--- src/rtl/not_equal_array_if.sv ---
// Bus bundle for not_equal_array: enable, per-channel a/b events and the
// registered results handed to downstream WTA/STDP logic.
interface not_equal_array_if #(
    parameter int unsigned NUM_CH = 8,
    parameter int unsigned TW     = 4
);
    logic                   en;
    logic [NUM_CH-1:0]      a;
    logic [NUM_CH-1:0]      b;
    logic [NUM_CH-1:0]      y;
    logic [NUM_CH*TW-1:0]   y_time;
    logic [TW-1:0]          gamma_cnt;
    logic                   gamma_done;
    logic [NUM_CH-1:0]      fired_mask;

    modport master (
        output en, a, b,
        input  y, y_time, gamma_cnt, gamma_done, fired_mask
    );

    modport slave (
        input  en, a, b,
        output y, y_time, gamma_cnt, gamma_done, fired_mask
    );
endinterface

--- src/rtl/not_equal_array.sv ---
// Multi-channel temporal not-equal operator: a passes to y unless a and b
// arrive on the same gamma sample; all channels re-arm at each gamma wrap.
module not_equal_array #(
    parameter int unsigned NUM_CH             = 8,
    parameter int unsigned GAMMA_CYCLE_LENGTH = 16,
    parameter int unsigned PULSE_WIDTH        = 8,
    parameter int unsigned MODE               = 0
) (
    input logic              aclk,
    input logic              grst,
    not_equal_array_if.slave bus
);
    localparam int unsigned TW = $clog2(GAMMA_CYCLE_LENGTH);
    localparam int unsigned PW = $clog2(PULSE_WIDTH + 1);

    localparam logic [1:0] ST_ARMED    = 2'd0;
    localparam logic [1:0] ST_DIVERGED = 2'd1;
    localparam logic [1:0] ST_PASS     = 2'd2;
    localparam logic [1:0] ST_BLOCK    = 2'd3;

    localparam logic [TW-1:0] CNT_LAST = TW'(GAMMA_CYCLE_LENGTH - 1);
    localparam logic [PW-1:0] PCNT_MAX = PW'(PULSE_WIDTH);

    logic [NUM_CH-1:0][1:0]    state_q, state_d;
    logic [NUM_CH-1:0][PW-1:0] pcnt_q, pcnt_d;
    logic [NUM_CH-1:0]         y_q, y_d;
    logic [NUM_CH*TW-1:0]      y_time_q, y_time_d;
    logic [TW-1:0]             cnt_q, cnt_d;
    logic                      done_q, done_d;
    logic [NUM_CH-1:0]         mask_q, mask_d;
    logic                      wrap_c;

    // Next-state: gamma counter, per-channel FSM, output shaping
    always_comb begin
        wrap_c   = bus.en && (cnt_q == CNT_LAST);
        cnt_d    = cnt_q;
        done_d   = wrap_c;
        mask_d   = '0;
        y_d      = y_q;
        y_time_d = y_time_q;
        state_d  = state_q;
        pcnt_d   = pcnt_q;

        if (wrap_c) begin
            // Wrap-edge samples are dropped; only PASS channels count as fired
            cnt_d    = '0;
            y_d      = '0;
            y_time_d = '0;
            for (int i = 0; i < int'(NUM_CH); i++) begin
                mask_d[i]  = (state_q[i] == ST_PASS);
                state_d[i] = ST_ARMED;
                pcnt_d[i]  = '0;
            end
        end else if (bus.en) begin
            cnt_d = cnt_q + TW'(1);
            for (int i = 0; i < int'(NUM_CH); i++) begin
                case (state_q[i])
                    ST_ARMED: begin
                        if (bus.a[i] && bus.b[i]) begin
                            state_d[i] = ST_BLOCK;
                        end else if (bus.a[i]) begin
                            state_d[i]              = ST_PASS;
                            y_d[i]                  = 1'b1;
                            y_time_d[i*TW +: TW]    = cnt_q;
                            pcnt_d[i]               = PW'(1);
                        end else if (bus.b[i]) begin
                            state_d[i] = ST_DIVERGED;
                        end
                    end
                    ST_DIVERGED: begin
                        if (bus.a[i]) begin
                            state_d[i]              = ST_PASS;
                            y_d[i]                  = 1'b1;
                            y_time_d[i*TW +: TW]    = cnt_q;
                            pcnt_d[i]               = PW'(1);
                        end
                    end
                    ST_PASS: begin
                        // Pulse mode: count high cycles, drop y once the width is reached
                        if ((MODE != 0) && y_q[i]) begin
                            if (pcnt_q[i] == PCNT_MAX) begin
                                y_d[i] = 1'b0;
                            end else begin
                                pcnt_d[i] = pcnt_q[i] + PW'(1);
                            end
                        end
                    end
                    default: ;
                endcase
            end
        end
    end

    // State and output registers
    always_ff @(posedge aclk or posedge grst) begin
        if (grst) begin
            state_q  <= '0;
            pcnt_q   <= '0;
            y_q      <= '0;
            y_time_q <= '0;
            cnt_q    <= '0;
            done_q   <= 1'b0;
            mask_q   <= '0;
        end else begin
            state_q  <= state_d;
            pcnt_q   <= pcnt_d;
            y_q      <= y_d;
            y_time_q <= y_time_d;
            cnt_q    <= cnt_d;
            done_q   <= done_d;
            mask_q   <= mask_d;
        end
    end

    assign bus.y          = y_q;
    assign bus.y_time     = y_time_q;
    assign bus.gamma_cnt  = cnt_q;
    assign bus.gamma_done = done_q;
    assign bus.fired_mask = mask_q;
endmodule
--- src/flat_wrapper.sv ---
// flat-port wrapper written by rule: the top's interface ports become plain ports
module not_equal_array_flat 
#(
    parameter int unsigned NUM_CH             = 8,
    parameter int unsigned GAMMA_CYCLE_LENGTH = 16,
    parameter int unsigned PULSE_WIDTH        = 8,
    parameter int unsigned MODE               = 0
)
  (aclk, grst, bus_en, bus_a, bus_b, bus_y, bus_y_time, bus_gamma_cnt, bus_gamma_done, bus_fired_mask);
  not_equal_array_if #(.NUM_CH(NUM_CH)) bus_i ();
  input logic aclk;
  input logic grst;
  input wire logic [$bits(bus_i.en)-1:0] bus_en;
  input wire logic [$bits(bus_i.a)-1:0] bus_a;
  input wire logic [$bits(bus_i.b)-1:0] bus_b;
  output wire logic [$bits(bus_i.y)-1:0] bus_y;
  output wire logic [$bits(bus_i.y_time)-1:0] bus_y_time;
  output wire logic [$bits(bus_i.gamma_cnt)-1:0] bus_gamma_cnt;
  output wire logic [$bits(bus_i.gamma_done)-1:0] bus_gamma_done;
  output wire logic [$bits(bus_i.fired_mask)-1:0] bus_fired_mask;
  assign bus_i.en = bus_en;
  assign bus_i.a = bus_a;
  assign bus_i.b = bus_b;
  assign bus_y = bus_i.y;
  assign bus_y_time = bus_i.y_time;
  assign bus_gamma_cnt = bus_i.gamma_cnt;
  assign bus_gamma_done = bus_i.gamma_done;
  assign bus_fired_mask = bus_i.fired_mask;
  not_equal_array #(.NUM_CH(NUM_CH), .GAMMA_CYCLE_LENGTH(GAMMA_CYCLE_LENGTH), .PULSE_WIDTH(PULSE_WIDTH), .MODE(MODE)) u_core (.aclk(aclk), .grst(grst), .bus(bus_i));
endmodule
--- config.mk ---
export PLATFORM = sky130hd
export DESIGN_NAME = not_equal_array_flat
export DESIGN_NICKNAME = d
export VERILOG_FILES = /design/src/rtl/not_equal_array_if.sv /design/src/rtl/not_equal_array.sv /design/src/flat_wrapper.sv
export SDC_FILE = /design/constraint.sdc
export NUM_CORES = 1
export LEC_CHECK = 0
export CORE_ASPECT_RATIO = 0.5
export CORE_MARGIN = 2
export CORE_UTILIZATION = 62
export CTS_CLUSTER_SIZE = 12
export DETAILED_ROUTE_END_ITERATION = 16
export DONT_BUFFER_PORTS = 1
export MAX_ROUTING_LAYER = met4
export PLACE_DENSITY = 0.78
export SLEW_MARGIN = 15
export SYNTH_ARGS = -nofsm -noshare
export SYNTH_HDL_FRONTEND = slang
export SYNTH_SLANG_ARGS = --single-unit
--- constraint.sdc ---
create_clock -name aclk -period 2.71 [get_ports aclk]
set_input_delay 0.271 -clock aclk [delete_from_list [all_inputs] [get_ports aclk]]
set_output_delay 0.271 -clock aclk [all_outputs]
set_load 0.05 [all_outputs]
==> results.md, run 1 <==
* Io pins at 72
* Highest clock rate at 541 MHz
* Post-placement cell area at 2950 um2
* Syn avg cell area at 11.2 um2
* Post-synthesis cell type count at 37
* DR vias/cell at 6.02
* Clk slew on worst S/H paths at 0.06 ns
* GP Congestion at 0.815
* Critical Path Fanout Max at 13
* Number of global-route vias before repair at 1963
* Minimum clock period at 1.85 ns
* PortBufs at 0
* DP HPWL at 4050 um
* GR Util met2 at 0.401
* Final WS setup at 0.860 ns
* Drt first pass iters at 4
* Sw frac at 0.487
* CP arrival at 2.08 ns
* Synth Register Bits at 69
* Sequential power share at 0.591
* Worst vdd ir at 745 uV
* Tcrit/Tclk final at 0.683
* EDFF count, synth at 0
* Crit end category: flip-flop
* Final Cell Area at 3160 um2
* Power per cell area at 1370 nW/um2
* CP Launch Type: flip-flop
* Via count at 1969
* Total GRT Usage at 0.269
* GR Layer Usage met1 at 0.331
* Post-CTS setup buffers at 0
* Detail Route Antenna Nets at 0
* Hold_buf cts at 0
* Syn-to-layout area delta at 9.06%
* Clock Root Buffer: clkbuf_8
* DP Worst Slack at 0.952 ns
* Power, Total at 0.00433 W
* GRT met3 Usage at 0.112
* # resized after CTS at 0
* H-tree lvl count at 3
* Mapped Area at 2900 um2
* GRT Max-Usage Layer: met2
* Grt ovf at 0
* CTS Buf Count at 9
* Sequential Area at 1730 um2
* RSZ-0062 raised after global routing: no
* Clk_skew at 0.00532 ns
* Inst Count DP at 311
* Slew headroom at 0.442
* Gate power share at 0.210
* Sequential-to-total area share from yosys stat at 0.596
* Internal power at 0.00222 W
* Total of max-cap violations at 0
* Run status: finished clean
* Initial antenna violation count at 0
* Async S/R FF share, synth at 1.00
* Post-Syn Nets at 279
* Fill count at 328
* CTS tree: yes
* Hold crit path type: input pin to flip-flop
* WL per Instance at 18.2 um
* Leakage power at 1.51 nW
* Share of layout cells above drive strength 1 at 0.115
* CP required at 2.94 ns
* Post-Layout Cell Count at 327
* Post-Route WL at 5940 um
* Multi-input logic area at 1040 um2
* N_diodes at 0
* Die height at 52.4 um
* Final routed DRC violation total at 0
* Slowest CP cell: inv_1
* Clk buf depth at 2
* Iter 0 DRT Violations at 116
* Largest stage delay, worst path at 0.39 ns
* YS warnings at 0
* Clock power share at 0.199
* Die area at 5270 um2
* Setup TNS Final at 0 ns
* Critical path class: flip-flop to flip-flop
* Main flop type after synthesis: dfrtp_1
* Die width at 101 um
* Cells after Synth at 259
* Worst-Skew Late Latency at 0.34 ns
* Initial core utilization at 0.652
* Final hold violation count at 0
* # nets final at 285
* Clock sink count at 69
* Largest net degree at the start of global routing at 70
* Core ar. at 4450 um2
* Pins Over Slew Limit at 0
* CP Cell Sequence: ha_1, nand4_4, inv_1, o21ai_0, a32o_1
* Row cnt at 17
* # setup viols final at 0
* NetSw at 0.00210 W
* First-pass GRT wire length at 9960 um
* Worst Max-Slew Pin Slew at 0.837 ns
## power by group through the flow
stage          combinational (W)  clock, W  sequential [W]
5_1_grt                  0.00103  0.000922         0.00261
6_report                0.000908  0.000860         0.00256
2_1_floorplan           0.000600         0         0.00262
4_1_cts                 0.000917  0.000870         0.00256
3_3_place_gp            0.000868         0         0.00257
3_5_place_dp            0.000909         0         0.00258
## through the flow
step / util / hold WS, ns
detailed placement: 0.664 / 0.371
floorplan: - / 0.421
finish: 0.711 / 0.0246
CTS: 0.711 / 0.000569
global route: 0.711 / 0.00645
global placement: 0.664 / 0.368
## final cells by class
cell class	instances	area share
Tap cell	57	0.0226
Timing Repair Buffer	7	0.0166
Multi-Input combinational cell	162	0.329
Clock inverter	4	0.0142
Clock buffer	12	0.0522
Sequential cell	69	0.546
Inverter	16	0.0190
## per-layer routing
| metal | wire length (um) | part of all wire | vias up |
|---|---|---|---|
| met5 | 0 | 0 | - |
| met4 | 106 | 0.018 | 0 |
| met3 | 535 | 0.090 | 13 |
| met2 | 2800 | 0.47 | 61 |
| met1 | 2500 | 0.42 | 986 |
| li1 | - | - | 909 |
## worst max-delay path: cells and delay by family (launching register included)
family	cells	cell delay [ns]
AOI/OAI and AO/OA	2	0.44
buffers and inverters	1	0.39
DFF	1	0.36
adders and majority gates	1	0.29
and+or+nand+nor	1	0.25
## cells by family (layout without fill, tap and decap cells)
logic type | count (synthesis) | in the layout | share of synthesized area
compound gates | 57 | 57 | 0.126
xor+xnor | 2 | 2 | 0.00604
fa+ha+maj | 1 | 1 | 0.00432
buf+inv | 28 | 39 | 0.0453
flops | 69 | 69 | 0.596
mux | 21 | 21 | 0.0729
simple gates | 81 | 81 | 0.149
## layout by cell type (no fill, tap or decap), types with 2 or more instances in the layout
| master | instances |
|---|---|
| a21oi_1 | 17 |
| a2bb2oi_1 | 3 |
| a31oi_1 | 3 |
| a32o_1 | 4 |
| a32oi_1 | 3 |
| buf_4 | 7 |
| clkbuf_8 | 12 |
| clkinv_2 | 3 |
| dfrtp_1 | 69 |
| inv_1 | 14 |
| inv_2 | 2 |
| mux2i_1 | 20 |
| nand2_1 | 27 |
| nand2b_1 | 3 |
| nand3_1 | 5 |
| nand3b_1 | 4 |
| nor2_1 | 15 |
| nor2b_1 | 10 |
| nor3_1 | 3 |
| nor3b_1 | 5 |
| o211ai_1 | 8 |
| o21a_1 | 2 |
| o21ai_0 | 14 |
| or2_1 | 2 |
| xnor2_1 | 2 |
## sequential cells by signal, indices dropped and copies added, names as in the netlist
signal and flops:
u_core.bus.fired_mask 8, u_core.state_q 16, u_core.bus.y_time 32, u_core.bus.gamma_done 1, u_core.bus.gamma_cnt 4, u_core.bus.y 8
## cells in the mapped netlist, types with 3 or more instances
cell	instances	area, um2
a21oi_1	17	85.1
a2bb2oi_1	3	26.3
a31oi_1	3	18.8
a32o_1	4	40.0
a32oi_1	3	26.3
buf_2	9	45.0
dfrtp_1	69	1730
inv_1	15	56.3
mux2i_1	20	200
nand2_1	27	101
nand2b_1	3	18.8
nand3_1	5	25.0
nand3b_1	4	30.0
nor2_1	15	56.3
nor2b_1	10	62.6
nor3_1	3	15.0
nor3b_1	5	37.5
o211ai_1	8	60.1
o21ai_0	14	70.1
## worst paths after layout
kind	start	end	slack, ns	cells after the start
worst max-delay path	u_core.bus.gamma_cnt[0]	u_core.state_q[2]	0.86	5
worst min-delay path	bus_en	u_core.bus.y_time[30]	0.02	1
worst max register to register	u_core.bus.gamma_cnt[0]	u_core.state_q[2]	0.86	5
worst min register to register	u_core.state_q[14]	u_core.bus.fired_mask[7]	0.46	1
max in group asynchronous	grst	u_core.state_q[0]	2.11	2
min in group asynchronous	grst	u_core.bus.fired_mask[4]	0.05	2
Power figures use the tool's default switching activity.
==> run 2, diff against run 1 <==
--- a/config.mk
+++ b/config.mk
@@ -7,12 +7,12 @@
 export LEC_CHECK = 0
 export CORE_ASPECT_RATIO = 0.5
 export CORE_MARGIN = 2
-export CORE_UTILIZATION = 62
+export CORE_UTILIZATION = 56
 export CTS_CLUSTER_SIZE = 12
 export DETAILED_ROUTE_END_ITERATION = 16
 export DONT_BUFFER_PORTS = 1
 export MAX_ROUTING_LAYER = met4
-export PLACE_DENSITY = 0.78
+export PLACE_DENSITY = 0.74
 export SLEW_MARGIN = 15
 export SYNTH_ARGS = -nofsm -noshare
 export SYNTH_HDL_FRONTEND = slang
==> constraint.sdc (replaced) <==
create_clock -name aclk -period 1.7 [get_ports aclk]
set_input_delay 0.17 -clock aclk [delete_from_list [all_inputs] [get_ports aclk]]
set_output_delay 0.17 -clock aclk [all_outputs]
set_load 0.05 [all_outputs]
==> run 2 against run 1 <==
Clock power grew 35%. Sequential cell count did not move. Die area up 10%. Global-route usage fell by 3.4 points. Count of clock-buffer cells in the layout rose by 1. Final area grew 3.0%. Wire length is 4.0% higher. Total power increased by 56%. Critical path depth is 1 higher. Clock skew up 0.0034 ns. First-iteration DRC count fell by 8.6%. Maximum frequency up 16%.
==> results.md, run 2 (synthesized netlist as in run 1, its figures left out) <==
* Clock sink count at 69
* Largest stage delay, worst path at 0.36 ns
* Post-placement cell area at 3040 um2
* N_diodes at 0
* Largest net degree at the start of global routing at 34
* # setup viols final at 0
* Detail Route Antenna Nets at 0
* Core ar. at 4950 um2
* H-tree lvl count at 3
* Crit end category: flip-flop
* Post-Route WL at 6180 um
* Inst Count DP at 329
* Critical path class: flip-flop to flip-flop
* Leakage power at 1.54 nW
* CTS tree: yes
* Highest clock rate at 627 MHz
* CP Launch Type: flip-flop
* CTS Buf Count at 9
* Met1 WL at 2840 um
* Clock power share at 0.172
* Critical Path Fanout Max at 18
* Post-CTS setup buffers at 0
* RSZ-0062 raised after global routing: no
* Slew headroom at 0.546
* DP HPWL at 4190 um
* Final routed DRC violation total at 0
* Hold slack at 0.0118 ns
* Die width at 106 um
* Clk_skew at 0.00872 ns
* DR vias/cell at 5.80
* Worst Max-Slew Pin Slew at 0.679 ns
* Met2 wire length at 2850 um
* Iter 0 DRT Violations at 106
* Drt first pass iters at 4
* Clk slew on worst S/H paths at 0.07 ns
* Grt ovf at 0
* WL met3 at 454 um
* Share of layout cells above drive strength 1 at 0.125
* # resized after CTS at 0
* Commonest non-fill, non-tap cell in the layout: dfrtp_1
* Via count at 2024
* Final hold violation count at 0
* Largest register FFs at 32
* Clk buf depth at 2
* Initial core utilization at 0.585
* CP required at 1.92 ns
* Initial antenna violation count at 0
* CP Cell Sequence: ha_1, nand4_4, inv_1, buf_4, o21ai_0, a32o_1
* Syn-to-layout area delta at 12.3%
* Most frequent cells in the layout: dfrtp_1, nand2_1, mux2i_1, a21oi_1, nor2_1
* Sequential power share at 0.600
* WL per Instance at 17.7 um
* Hold crit path type: input pin to flip-flop
* First-pass GRT wire length at 9690 um
* WP buf/inv at 2
* Sw frac at 0.496
* # nets final at 295
* Tcrit/Tclk final at 0.938
* Slowest CP cell: dfrtp_2
* Clock Root Buffer: clkbuf_8
* PortBufs at 0
* Pins Over Slew Limit at 0
* R2R setup slack at 0.11 ns
* NetSw at 0.00335 W
* Final Cell Area at 3260 um2
* Setup TNS Final at 0 ns
* Critical Path Source: u_core.bus.gamma_cnt[0]
* GP Congestion at 0.812
* Io pins at 72
* Uppermost routed layer: met4
* Gate power share at 0.229
* Number of global-route vias before repair at 1910
* Total of max-cap violations at 0
* Row cnt at 18
* Hold wc startpoint: bus_en
* Post-Layout Cell Count at 349
* Die height at 54.9 um
* Die area at 5800 um2
* Worst vdd ir at 1230 uV
* Internal power at 0.00340 W
* Worst flop-to-flop path startpoint: u_core.bus.gamma_cnt[0]
* Total GRT Usage at 0.234
* Run status: finished clean
* Minimum clock period at 1.59 ns
* Fill count at 384
* Power per cell area at 2070 nW/um2
* Largest delay contributor family on the critical path: flip-flops
* Worst-Skew Late Latency at 0.34 ns
* CP arrival at 1.82 ns
[run 2: cell count changes in the layout (fill, tap and decap cells not counted), sizes merged]
cell / before / now
dlygate4sd3: 0 / 5
clkbuf: 12 / 13
clkinv: 3 / 2
inv: 16 / 15
clkinvlp: 0 / 1
buf: 7 / 12
bufinv: 1 / 0
[run 2: cell type report]
class	count	area [um2]	share of cell area
Clock buffer	13	159	0.0488
Clock inverter	2	10.0	0.00307
Inverter	16	63.8	0.0196
Multi-Input combinational cell	162	1040	0.320
Sequential cell	69	1730	0.531
Tap cell	70	87.6	0.0269
Timing Repair Buffer	17	165	0.0507
[run 2: path summary, 6_finish.rpt]
path	endpoint	cells after the start
worst min register to register	u_core.bus.fired_mask[0]	1
min in group asynchronous	u_core.bus.fired_mask[2]	2
max in group asynchronous	u_core.bus.gamma_cnt[1]	3
worst max register to register	u_core.state_q[0]	6
worst max-delay path	u_core.state_q[0]	6
worst min-delay path	u_core.state_q[5]	2
[run 2: power groups by stage]
stage | clock network (W) | registers, W | logic (W)
2_1_floorplan | 0 | 0.00418 | 0.000957
3_3_place_gp | 0 | 0.00406 | 0.00147
3_5_place_dp | 0 | 0.00408 | 0.00152
4_1_cts | 0.00118 | 0.00405 | 0.00155
5_1_grt | 0.00126 | 0.00411 | 0.00171
6_report | 0.00116 | 0.00404 | 0.00154
[run 2: stage by stage]
stage	setup slack, ns	total power [W]	utilization
finish	0.105	0.00675	0.657
global route	0.000927	0.00708	0.657
floorplan	0.0820	0.00514	-
CTS	0.108	0.00679	0.657
global placement	0.204	0.00553	0.613
detailed placement	0.134	0.00561	0.613
[run 2: per-layer routing]
layer,GRT usage,up-vias
met3,0.0917,8
met5,-,-
met4,0.0658,0
met2,0.369,79
li1,-,929
met1,0.289,1008
[run 2: timing repair]
item	4_1_cts	5_1_grt
hold buffers	5	0
endpoints found under the setup margin	0	0
endpoints found under the hold margin	40	0
